### config.mk
export PLATFORM = sky130hd
export DESIGN_NAME = max_detection_tx_flat
export DESIGN_NICKNAME = d
export VERILOG_FILES = /design/src/rtl/max_detection_tx_if.sv /design/src/rtl/max_detection_tx.sv /design/src/flat_wrapper.sv
export SDC_FILE = /design/constraint.sdc
export NUM_CORES = 1
export LEC_CHECK = 0
export ABC_AREA = 1
export BUFFER_PORTS_ARGS = -buffer_cell sky130_fd_sc_hd__buf_4
export CAP_MARGIN = 20
export CORE_ASPECT_RATIO = 0.5
export CORE_MARGIN = 2
export CORE_UTILIZATION = 60
export CTS_CLUSTER_DIAMETER = 50
export DETAILED_ROUTE_END_ITERATION = 6
export PLACE_DENSITY = 0.84
export SLEW_MARGIN = 20
export SYNTH_ARGS = -nofsm -noshare
export SYNTH_HDL_FRONTEND = slang
export SYNTH_SLANG_ARGS = --single-unit
### constraint.sdc
create_clock -name clk -period 3.4 [get_ports clk]
set_input_delay 0.34 -clock clk [delete_from_list [all_inputs] [get_ports clk]]
set_output_delay 0.34 -clock clk [all_outputs]
set_load 0.03 [all_outputs]
### src/rtl/max_detection_tx_if.sv
// Bundle of frame request and serial transmit signals for max_detection_tx.
//   load    : frame request (master -> slave)
//   data    : 31-bit payload, LSB first (master -> slave)
//   nbits   : frame length 1..31 (master -> slave)
//   start   : high during the first bit period of a frame (slave -> master)
//   dout    : serial data bit (slave -> master)
//   busy    : frame in transmission (slave -> master)
//   done    : one-cycle pulse at frame completion (slave -> master)
//   exp_len : longest run of 1s in the last completed frame (slave -> master)
interface max_detection_tx_if;
  logic        load;
  logic [30:0] data;
  logic [4:0]  nbits;
  logic        start;
  logic        dout;
  logic        busy;
  logic        done;
  logic [4:0]  exp_len;

  modport master (
    output load, data, nbits,
    input  start, dout, busy, done, exp_len
  );

  modport slave (
    input  load, data, nbits,
    output start, dout, busy, done, exp_len
  );
endinterface

### src/rtl/max_detection_tx.sv
// Serial frame transmitter that also measures the longest run of consecutive
// 1s in each frame it sends.
//   clk   : clock; state updates on rising edge, serial outputs on falling edge
//   rst_n : asynchronous active-low reset
//   bus   : max_detection_tx_if.slave (load/data/nbits in;
//           start/dout/busy/done/exp_len out)
module max_detection_tx (
  input  logic                clk,
  input  logic                rst_n,
  max_detection_tx_if.slave   bus
);

  typedef enum logic [0:0] {StIdle, StSend} state_e;

  state_e      state_q, state_d;
  logic [30:0] data_q, data_d;
  logic [4:0]  nbits_q, nbits_d;
  logic [4:0]  idx_q, idx_d;
  logic [4:0]  run_q, run_d;
  logic [4:0]  max_q, max_d;
  logic [4:0]  exp_len_q, exp_len_d;
  logic        done_q, done_d;
  logic        start_q, dout_q;

  logic        cur_bit;
  logic [4:0]  run_next;
  logic [4:0]  max_next;

  assign cur_bit  = data_q[idx_q];
  assign run_next = cur_bit ? 5'(run_q + 5'd1) : 5'd0;
  assign max_next = (run_next > max_q) ? run_next : max_q;

  always_comb begin
    state_d   = state_q;
    data_d    = data_q;
    nbits_d   = nbits_q;
    idx_d     = idx_q;
    run_d     = run_q;
    max_d     = max_q;
    exp_len_d = exp_len_q;
    done_d    = 1'b0;
    unique case (state_q)
      StIdle: begin
        if (bus.load && (bus.nbits != 5'd0)) begin
          state_d = StSend;
          data_d  = bus.data;
          nbits_d = bus.nbits;
          idx_d   = 5'd0;
          run_d   = 5'd0;
          max_d   = 5'd0;
        end
      end
      StSend: begin
        idx_d = 5'(idx_q + 5'd1);
        run_d = run_next;
        max_d = max_next;
        // The edge that consumes the last bit also publishes the result.
        if (idx_q == 5'(nbits_q - 5'd1)) begin
          state_d   = StIdle;
          done_d    = 1'b1;
          exp_len_d = max_next;
        end
      end
      default: state_d = StIdle;
    endcase
  end

  always_ff @(posedge clk or negedge rst_n) begin
    if (!rst_n) begin
      state_q   <= StIdle;
      data_q    <= '0;
      nbits_q   <= '0;
      idx_q     <= '0;
      run_q     <= '0;
      max_q     <= '0;
      exp_len_q <= '0;
      done_q    <= 1'b0;
    end else begin
      state_q   <= state_d;
      data_q    <= data_d;
      nbits_q   <= nbits_d;
      idx_q     <= idx_d;
      run_q     <= run_d;
      max_q     <= max_d;
      exp_len_q <= exp_len_d;
      done_q    <= done_d;
    end
  end

  // Serial outputs launch half a cycle after the state they reflect, so each
  // bit is stable across the rising edge that consumes it.
  always_ff @(negedge clk or negedge rst_n) begin
    if (!rst_n) begin
      start_q <= 1'b0;
      dout_q  <= 1'b0;
    end else begin
      start_q <= (state_q == StSend) && (idx_q == 5'd0);
      dout_q  <= (state_q == StSend) ? cur_bit : 1'b0;
    end
  end

  assign bus.start   = start_q;
  assign bus.dout    = dout_q;
  assign bus.busy    = (state_q == StSend);
  assign bus.done    = done_q;
  assign bus.exp_len = exp_len_q;

endmodule

### src/flat_wrapper.sv
// flat-port wrapper written by rule: the top's interface ports become plain ports
module max_detection_tx_flat 
  (clk, rst_n, bus_load, bus_data, bus_nbits, bus_start, bus_dout, bus_busy, bus_done, bus_exp_len);
  max_detection_tx_if bus_i ();
  input  logic clk;
  input  logic rst_n;
  input wire logic [$bits(bus_i.load)-1:0] bus_load;
  input wire logic [$bits(bus_i.data)-1:0] bus_data;
  input wire logic [$bits(bus_i.nbits)-1:0] bus_nbits;
  output wire logic [$bits(bus_i.start)-1:0] bus_start;
  output wire logic [$bits(bus_i.dout)-1:0] bus_dout;
  output wire logic [$bits(bus_i.busy)-1:0] bus_busy;
  output wire logic [$bits(bus_i.done)-1:0] bus_done;
  output wire logic [$bits(bus_i.exp_len)-1:0] bus_exp_len;
  assign bus_i.load = bus_load;
  assign bus_i.data = bus_data;
  assign bus_i.nbits = bus_nbits;
  assign bus_start = bus_i.start;
  assign bus_dout = bus_i.dout;
  assign bus_busy = bus_i.busy;
  assign bus_done = bus_i.done;
  assign bus_exp_len = bus_i.exp_len;
  max_detection_tx u_core (.clk(clk), .rst_n(rst_n), .bus(bus_i));
endmodule
==> Flow_metrics.wiki, run 1 <==
{| class="wikitable"
! Metric !! Value
|-
| Run status || finished clean
|-
| Level count of the clock H-tree || 3
|-
| Via count of the first global-routing pass || 2700
|-
| Transition at the pin with the smallest max-transition slack || 0.699 ns
|-
| Per-instance average area after synthesis || 8.02 um^2
|-
| Critical path capture point || u_core.bus.dout
|-
| Final setup skew || 0.0132 ns
|-
| GRT Residual Overflow || 0
|-
| Post-detailed-route DRC marker count || 0
|-
| Final instance count without filler cells || 508
|-
| Required time at the endpoint of the critical path || 1.87 ns
|-
| Final Hold Violating Endpoints || 0
|-
| Number of top-level design ports || 48
|-
| Fraction of layout cells with a size suffix above 1 || 20.8%
|-
| Overall track demand over capacity in global routing || 27.3%
|-
| Sort of element at the end of the critical path || flip-flop
|-
| Family with the most delay on the worst path || simple AND/OR/NAND/NOR gates
|-
| Nets in the synthesized netlist || 429
|-
| Leakage Power || 1.99 nW
|-
| Die span in y || 54.6 um
|-
| Critical-path top delay cell || dfrtp_1
|-
| Root Buffer || clkbuf_8
|-
| Power per cell area || 1020 mW/mm^2
|-
| Die span in x || 105 um
|-
| Distinct cells, synth || 30
|-
| Post-synthesis instance area || 0.00308 mm^2
|-
| Relative max-transition margin || 53.2%
|-
| Post-CTS clock slew at the launch and capture registers of the worst setup and hold paths || 0.07 ns
|-
| Number of buffers inserted by post-CTS setup repair || 0
|-
| Total Die Area || 0.00575 mm^2
|-
| Sequential cell area fraction in the yosys report || 48.8%
|-
| Post-synth top cells || nand2_1, dfrtp_1, inv_1
|-
| CTS sink cnt || 60
|-
| Data arrival at the endpoint of the critical path || 1.67 ns
|-
| Count of mapped cells out of synthesis || 384
|-
| Highest net fanout along the worst path || 13
|-
| IO buf count || 47
|-
| Leading cell type by number of instances after synthesis || nand2_1
|-
| Maximum cell stage delay along the critical path || 0.46 ns
|-
| Antenna violations before repair || 0
|-
| Total of warnings raised by yosys || 0
|-
| Routed length per placed instance || 13.4 um
|-
| Critical Path Source Type || flip-flop
|-
| Vias after detailed routing || 2646
|-
| Std-Cell Rows || 18
|-
| Crit. Startpoint || u_core.idx_q[0]
|-
| Number of violations of the max-capacitance limit || 0
|-
| Count of hold-fix buffers inserted at cts || 1
|-
| Placeable core region || 0.00493 mm^2
|-
| Count of placed standard cells including taps || 491
|-
| Register bit count reported by yosys || 60
|-
| Crit path setup slack, layout || 0.194 ns
|-
| Number of cells traversed by the worst register-to-register path || 10
|-
| Post-synth EDFFs || 0
|-
| Largest area contributor in the synthesized netlist || dfrtp_1
|-
| Most area-consuming cells after synthesis || dfrtp_1, nand2_1, nand3_1
|-
| First-pass iteration count of the detailed router || 5
|-
| Total of fill cells in the finished design || 359
|-
| Largest vdd supply drop || 0.000627 V
|-
| Gp weighted congestion || 0.882
|-
| Final setup violation count || 0
|-
| Share of Yosys cell area claimed by the top area cell type || 47.2%
|-
| Setup slack after placement || 0.244 ns
|-
| Pin count of the biggest net entering global routing || 37
|-
| Net count, final || 478
|-
| Starting density of the core || 62.4%
|-
| Detailed-placement wirelength estimate || 4820 um
|-
| Number of vias per cell after detailed routing || 5.21
|-
| Number of slew-limit violations in the final report || 0
|-
| Number of buffers and inverters on the critical path || 2
|-
| Max Root-Sink Buffers || 2
|-
| Crit-path most repeated cell || nand2_1
|-
| Async SR Flop Fraction || 100%
|-
| Latest clock arrival within the worst-skew pair || 0.34 ns
|-
| Reg2reg setup slack || 0.19 ns
|-
| Worst min path class || in2reg
|-
| Post-Route Setup TNS || 0 ns
|-
| Final Total Pwr || 3.78 mW
|-
| Primary FF master, synth || dfrtp_1
|-
| Number of resized instances in the post-cts repair step || 0
|-
| # diodes || 0
|-
| Number of buffers added by the clock tree synthesis step || 9
|-
| Synth-to-Final Area Change || 20.8%
|-
| Residual antenna-violating net count after detailed routing || 0
|-
| Worst reg2reg path endpoint || u_core.bus.dout
|-
| Worst Setup Path Type || reg2reg
|-
| Total stage count of the critical path || 10
|-
| Setup repair after global routing missed its margin || no
|-
| Total Routed Length || 6830 um
|-
| Iter 0 DRT Violations || 176
|-
| Wire length of the first global-routing pass || 11900 um
|-
| Clock tree from TritonCTS || built
|-
| Critical register-to-register path startpoint || u_core.idx_q[0]
|-
| Cells traversed along the worst timing path || inv_2 > nand2_1 > nand3_1 > nand2_1 > nand2_1 > nand2_1 > inv_1 > nand2_1 > nand2_1 > a21oi_1
|}
per-layer routing:
layer	part of all wire (%)	wire length, um	vias up	GRT usage (%)
li1	-	-	1304	-
met1	45	3040	1271	31.7
met2	49	3350	58	48.7
met3	4.9	334	13	8.81
met4	1.5	101	0	11.8
met5	0	0	-	0
cells in the final DEF, fill, tap and decap left out, types with 2 or more instances in the layout:
cell type  synthesis  final
mux2_2             8      8
o22ai_1            2      2
a22oi_1            2      2
inv_2              4      4
nand3_1           43     43
nand2_1           86     85
inv_1             52     52
nor3_1             2      2
o21ai_0            8      8
xor2_1             7      7
clkbuf_8           0     13
xnor2_1            5      5
nor2_2             2      2
dfrtn_1            2      2
nand2_4            2      2
nand2_2            5      6
ha_1               6      6
buf_4              1     52
nor2_1            41     41
a21oi_1           27     27
dfrtp_1           58     58
nand4_1            2      2
cells by family (layout without fill, tap and decap cells):
group	count (synthesis)	count (layout)	share of synthesized area [%]
xor gates and xnor gates	12	12	3.41
AOI/OAI and AO/OA	42	42	7.28
adders and majority gates	6	6	2.44
buffers and inverters	71	125	9.19
muxes	8	8	2.93
DFF	60	60	48.8
and+or+nand+nor	185	185	26.0
report_power, final:
group          switching [mW]  internal, mW
sequential              0.233          1.05
clock                   0.283         0.417
combinational            1.12         0.681
total                    1.63          2.15
state kept, by name, indices dropped and copies added (netlist names), 5 cells and up:
signal,flops
u_core.run_q,5
u_core.idx_q,5
u_core.nbits_q,5
u_core.bus.exp_len,5
u_core.max_q,5
u_core.data_q,31
layout make-up:
class	instances	area (um^2)	share of cell area, %
inverters	56	210	5.65
clock buffers	13	179	4.81
clock inverters	3	42.5	1.14
well taps	70	87.6	2.36
multi-input cells	253	1300	34.9
repair buffers	53	400	10.8
flip-flops and latches	60	1500	40.4
per-stage QoR:
step / instance area [um^2] / util, % / hold WS (ns)
floorplan: 3080 / - / 0.0444
global placement: 3490 / 70.7 / 0.313
detailed placement: 3490 / 70.7 / 0.323
CTS: 3720 / 75.4 / 0.217
global route: 3720 / 75.4 / 0.217
finish: 3720 / 75.4 / 0.228
worst min path at each step:
stage | start | to | slack, ns | cells past startpoint
after floorplan | rst_n | u_core.bus.busy | 0.04 | 0
after global placement | rst_n | u_core.run_q[0] | 0.31 | 1
after detailed placement | rst_n | u_core.run_q[1] | 0.32 | 1
after CTS | bus_data[4] | u_core.data_q[4] | 0.22 | 2
after global routing | bus_data[4] | u_core.data_q[4] | 0.22 | 2
final | bus_data[4] | u_core.data_q[4] | 0.23 | 2
No activity file was read; power rests on OpenSTA's default activity.
==> run 2: changes to the inputs <==
--- a/config.mk
+++ b/config.mk
@@ -14,6 +14,7 @@
 export CTS_CLUSTER_DIAMETER = 50
 export DETAILED_ROUTE_END_ITERATION = 6
 export PLACE_DENSITY = 0.84
+export REMOVE_ABC_BUFFERS = 1
 export SLEW_MARGIN = 20
 export SYNTH_ARGS = -nofsm -noshare
 export SYNTH_HDL_FRONTEND = slang
==> run 2 against run 1 <==
Worst setup slack improved by 0.11 ns. Highest routed layer unchanged. Register-to-register slack improved by 0.11 ns. Sequential share of layout area about the same. Combinational power is essentially flat. Final area is essentially flat. Final cell count up 0.20%. Non-clock buffer count up 1. Global-route usage is 1.7 points lower.
==> Flow_metrics.wiki, run 2 (same netlist as run 1, synthesis figures left out) <==
{| class="wikitable"
! Metric !! Value
|-
| Run status || finished clean (unchanged)
|-
| Critical register-to-register path startpoint || u_core.idx_q[0] (unchanged)
|-
| Post-detailed-route DRC marker count || 0 (unchanged)
|-
| Routed length per placed instance || 12.8 um (was 13.4 um)
|-
| IO buf count || 47 (unchanged)
|-
| Number of flip-flops under the largest register name || 31 (unchanged)
|-
| Iter 0 DRT Violations || 144 (was 176)
|-
| Max Root-Sink Buffers || 2 (unchanged)
|-
| Root Buffer || clkbuf_8 (unchanged)
|-
| Worst min path class || in2reg (unchanged)
|-
| Sort of element at the end of the critical path || flip-flop (unchanged)
|-
| Final Hold Violating Endpoints || 0 (unchanged)
|-
| Gp weighted congestion || 0.838 (was 0.882)
|-
| Transition at the pin with the smallest max-transition slack || 0.734 ns (was 0.699 ns)
|-
| Final Total Pwr || 3.74 mW (was 3.78 mW)
|-
| Largest reg by FF count || u_core.data_q (unchanged)
|-
| Antenna violations before repair || 0 (unchanged)
|-
| Highest net fanout along the worst path || 13 (unchanged)
|-
| Number of resized instances in the post-cts repair step || 0 (unchanged)
|-
| # diodes || 0 (unchanged)
|-
| Wire length of the first global-routing pass || 11200 um (was 11900 um)
|-
| Critical Path Source Type || flip-flop (unchanged)
|-
| Crit. Startpoint || u_core.idx_q[0] (unchanged)
|-
| Count of hold-fix buffers inserted at cts || 1 (unchanged)
|-
| Crit path setup slack, layout || 0.305 ns (was 0.194 ns)
|-
| Final setup skew || 0.0118 ns (was 0.0132 ns)
|-
| Setup repair after global routing missed its margin || no (unchanged)
|-
| Number of buffers added by the clock tree synthesis step || 9 (unchanged)
|-
| Most common cell after layout, fill and taps aside || nand2_1 (unchanged)
|-
| Overall track demand over capacity in global routing || 25.6% (was 27.3%)
|-
| GRT Residual Overflow || 0 (unchanged)
|-
| Residual antenna-violating net count after detailed routing || 0 (unchanged)
|-
| Critical-path top delay cell || dfrtp_1 (unchanged)
|-
| Required time at the endpoint of the critical path || 1.86 ns (was 1.87 ns)
|-
| Placed Area || 0.00349 mm^2 (about the same)
|-
| Core Util, Final || 75.4% (about the same)
|-
| First-pass iteration count of the detailed router || 4 (was 5)
|-
| CTS sink cnt || 60 (unchanged)
|-
| Post-CTS clock slew at the launch and capture registers of the worst setup and hold paths || 0.07 ns (about the same)
|-
| Latest clock arrival within the worst-skew pair || 0.33 ns (was 0.34 ns)
|-
| Most frequent cells in the layout || nand2_1, dfrtp_1, buf_4 (was nand2_1, dfrtp_1, inv_1, buf_4, nand3_1)
|-
| Min-delay src || bus_data[20] (was bus_data[4])
|-
| Crit-path most repeated cell || nand2_1 (unchanged)
|-
| Total of fill cells in the finished design || 374 (was 359)
|-
| Number of slew-limit violations in the final report || 0 (unchanged)
|-
| Hold slack || 0.237 ns (was 0.228 ns)
|-
| Final instance count without filler cells || 509 (was 508)
|-
| Total Routed Length || 6520 um (was 6830 um)
|-
| Leakage Power || 2.00 nW (was 1.99 nW)
|-
| Count of placed standard cells including taps || 492 (was 491)
|-
| Vias after detailed routing || 2568 (was 2646)
|-
| Number of buffers inserted by post-CTS setup repair || 0 (unchanged)
|-
| Data arrival at the endpoint of the critical path || 1.55 ns (was 1.67 ns)
|-
| Die span in y || 54.6 um (unchanged)
|-
| Pin count of the biggest net entering global routing || 45 (was 37)
|-
| Placeable core region || 0.00493 mm^2 (unchanged)
|-
| Final instance area || 0.00372 mm^2 (about the same)
|-
| Synth-to-Final Area Change || 20.9% (was 20.8%)
|-
| Post-Route Setup TNS || 0 ns (unchanged)
|-
| Total Die Area || 0.00575 mm^2 (unchanged)
|-
| Net count, final || 479 (was 478)
|-
| Starting density of the core || 62.4% (unchanged)
|-
| Number of top-level design ports || 48 (unchanged)
|-
| Fraction of layout cells with a size suffix above 1 || 20.7% (was 20.8%)
|-
| Power per cell area || 1000 mW/mm^2 (was 1020 mW/mm^2)
|-
| Cells traversed along the worst timing path || inv_2 > nand2_1 > nand3_1 > nand2_1 > nand2_1 > nand2_1 > nand2_1 > nand2_1 > inv_2 > a21oi_1 (was inv_2 > nand2_1 > nand3_1 > nand2_1 > nand2_1 > nand2_1 > inv_1 > nand2_1 > nand2_1 > a21oi_1)
|-
| Relative max-transition margin || 50.9% (was 53.2%)
|-
| Clock tree from TritonCTS || built (unchanged)
|-
| Number of violations of the max-capacitance limit || 0 (unchanged)
|-
| Final setup violation count || 0 (unchanged)
|-
| Largest vdd supply drop || 0.000547 V (was 0.000627 V)
|-
| Number of vias per cell after detailed routing || 5.05 (was 5.21)
|-
| Level count of the clock H-tree || 3 (unchanged)
|-
| Via count of the first global-routing pass || 2451 (was 2700)
|-
| Setup slack after placement || 0.360 ns (was 0.244 ns)
|-
| Die span in x || 105 um (unchanged)
|-
| Worst Setup Path Type || reg2reg (unchanged)
|-
| Maximum cell stage delay along the critical path || 0.41 ns (was 0.46 ns)
|-
| Std-Cell Rows || 18 (unchanged)
|-
| Detailed-placement wirelength estimate || 4670 um (was 4820 um)
|}
-- run 2: cell types whose count changed in the layout (fill, tap and decap cells not counted) --
| cell | before | now |
|---|---|---|
| buf_4 | 52 | 53 |
| clkinv_2 | 1 | 3 |
| clkbuf_1 | 0 | 1 |
| clkinvlp_4 | 1 | 0 |
| clkbuf_8 | 13 | 10 |
| bufinv_16 | 1 | 2 |
-- run 2: worst max-delay path: cells and delay by family (launching register included) --
kind / cells / cell delay, ns
flops: 1 / 0.41
compound gates: 1 / 0.06
buf+inv: 2 / 0.26
simple gates: 7 / 0.48
-- run 2: final cells by class --
type / count / area, um^2 / share of cell area [%]
repair buffers: 54 / 408 / 11.0
inverters: 56 / 210 / 5.65
clock buffers: 11 / 141 / 3.80
well taps: 70 / 87.6 / 2.35
flip-flops and latches: 60 / 1500 / 40.4
clock inverters: 5 / 75.1 / 2.02
multi-input cells: 253 / 1300 / 34.8
-- run 2: final timing paths --
check,endpoint,slack [ns],cells after the start
setup / recovery,u_core.bus.dout,0.30,10
hold / removal,u_core.data_q[20],0.24,2
setup reg to reg,u_core.bus.dout,0.30,10
hold reg to reg,u_core.bus.exp_len[4],0.48,2
max in group asynchronous,u_core.bus.dout,1.16,2
min in group asynchronous,u_core.data_q[20],0.41,2
-- run 2: layer usage --
metal / part of all wire, % / track usage (%) / vias to the layer above
met5: 0 / 0 / -
met4: 0.87 / 9.56 / 0
met3: 4.2 / 7.14 / 5
met2: 49 / 44.8 / 48
met1: 46 / 31.4 / 1203
li1: - / - / 1312
-- run 2: where the power goes --
group / switching [mW] / total (mW) / leakage, nW / internal, mW
Combinational: 1.08 / 1.77 / 1.18 / 0.686
Sequential: 0.221 / 1.27 / 0.701 / 1.05
Clock: 0.269 / 0.698 / 0.113 / 0.429
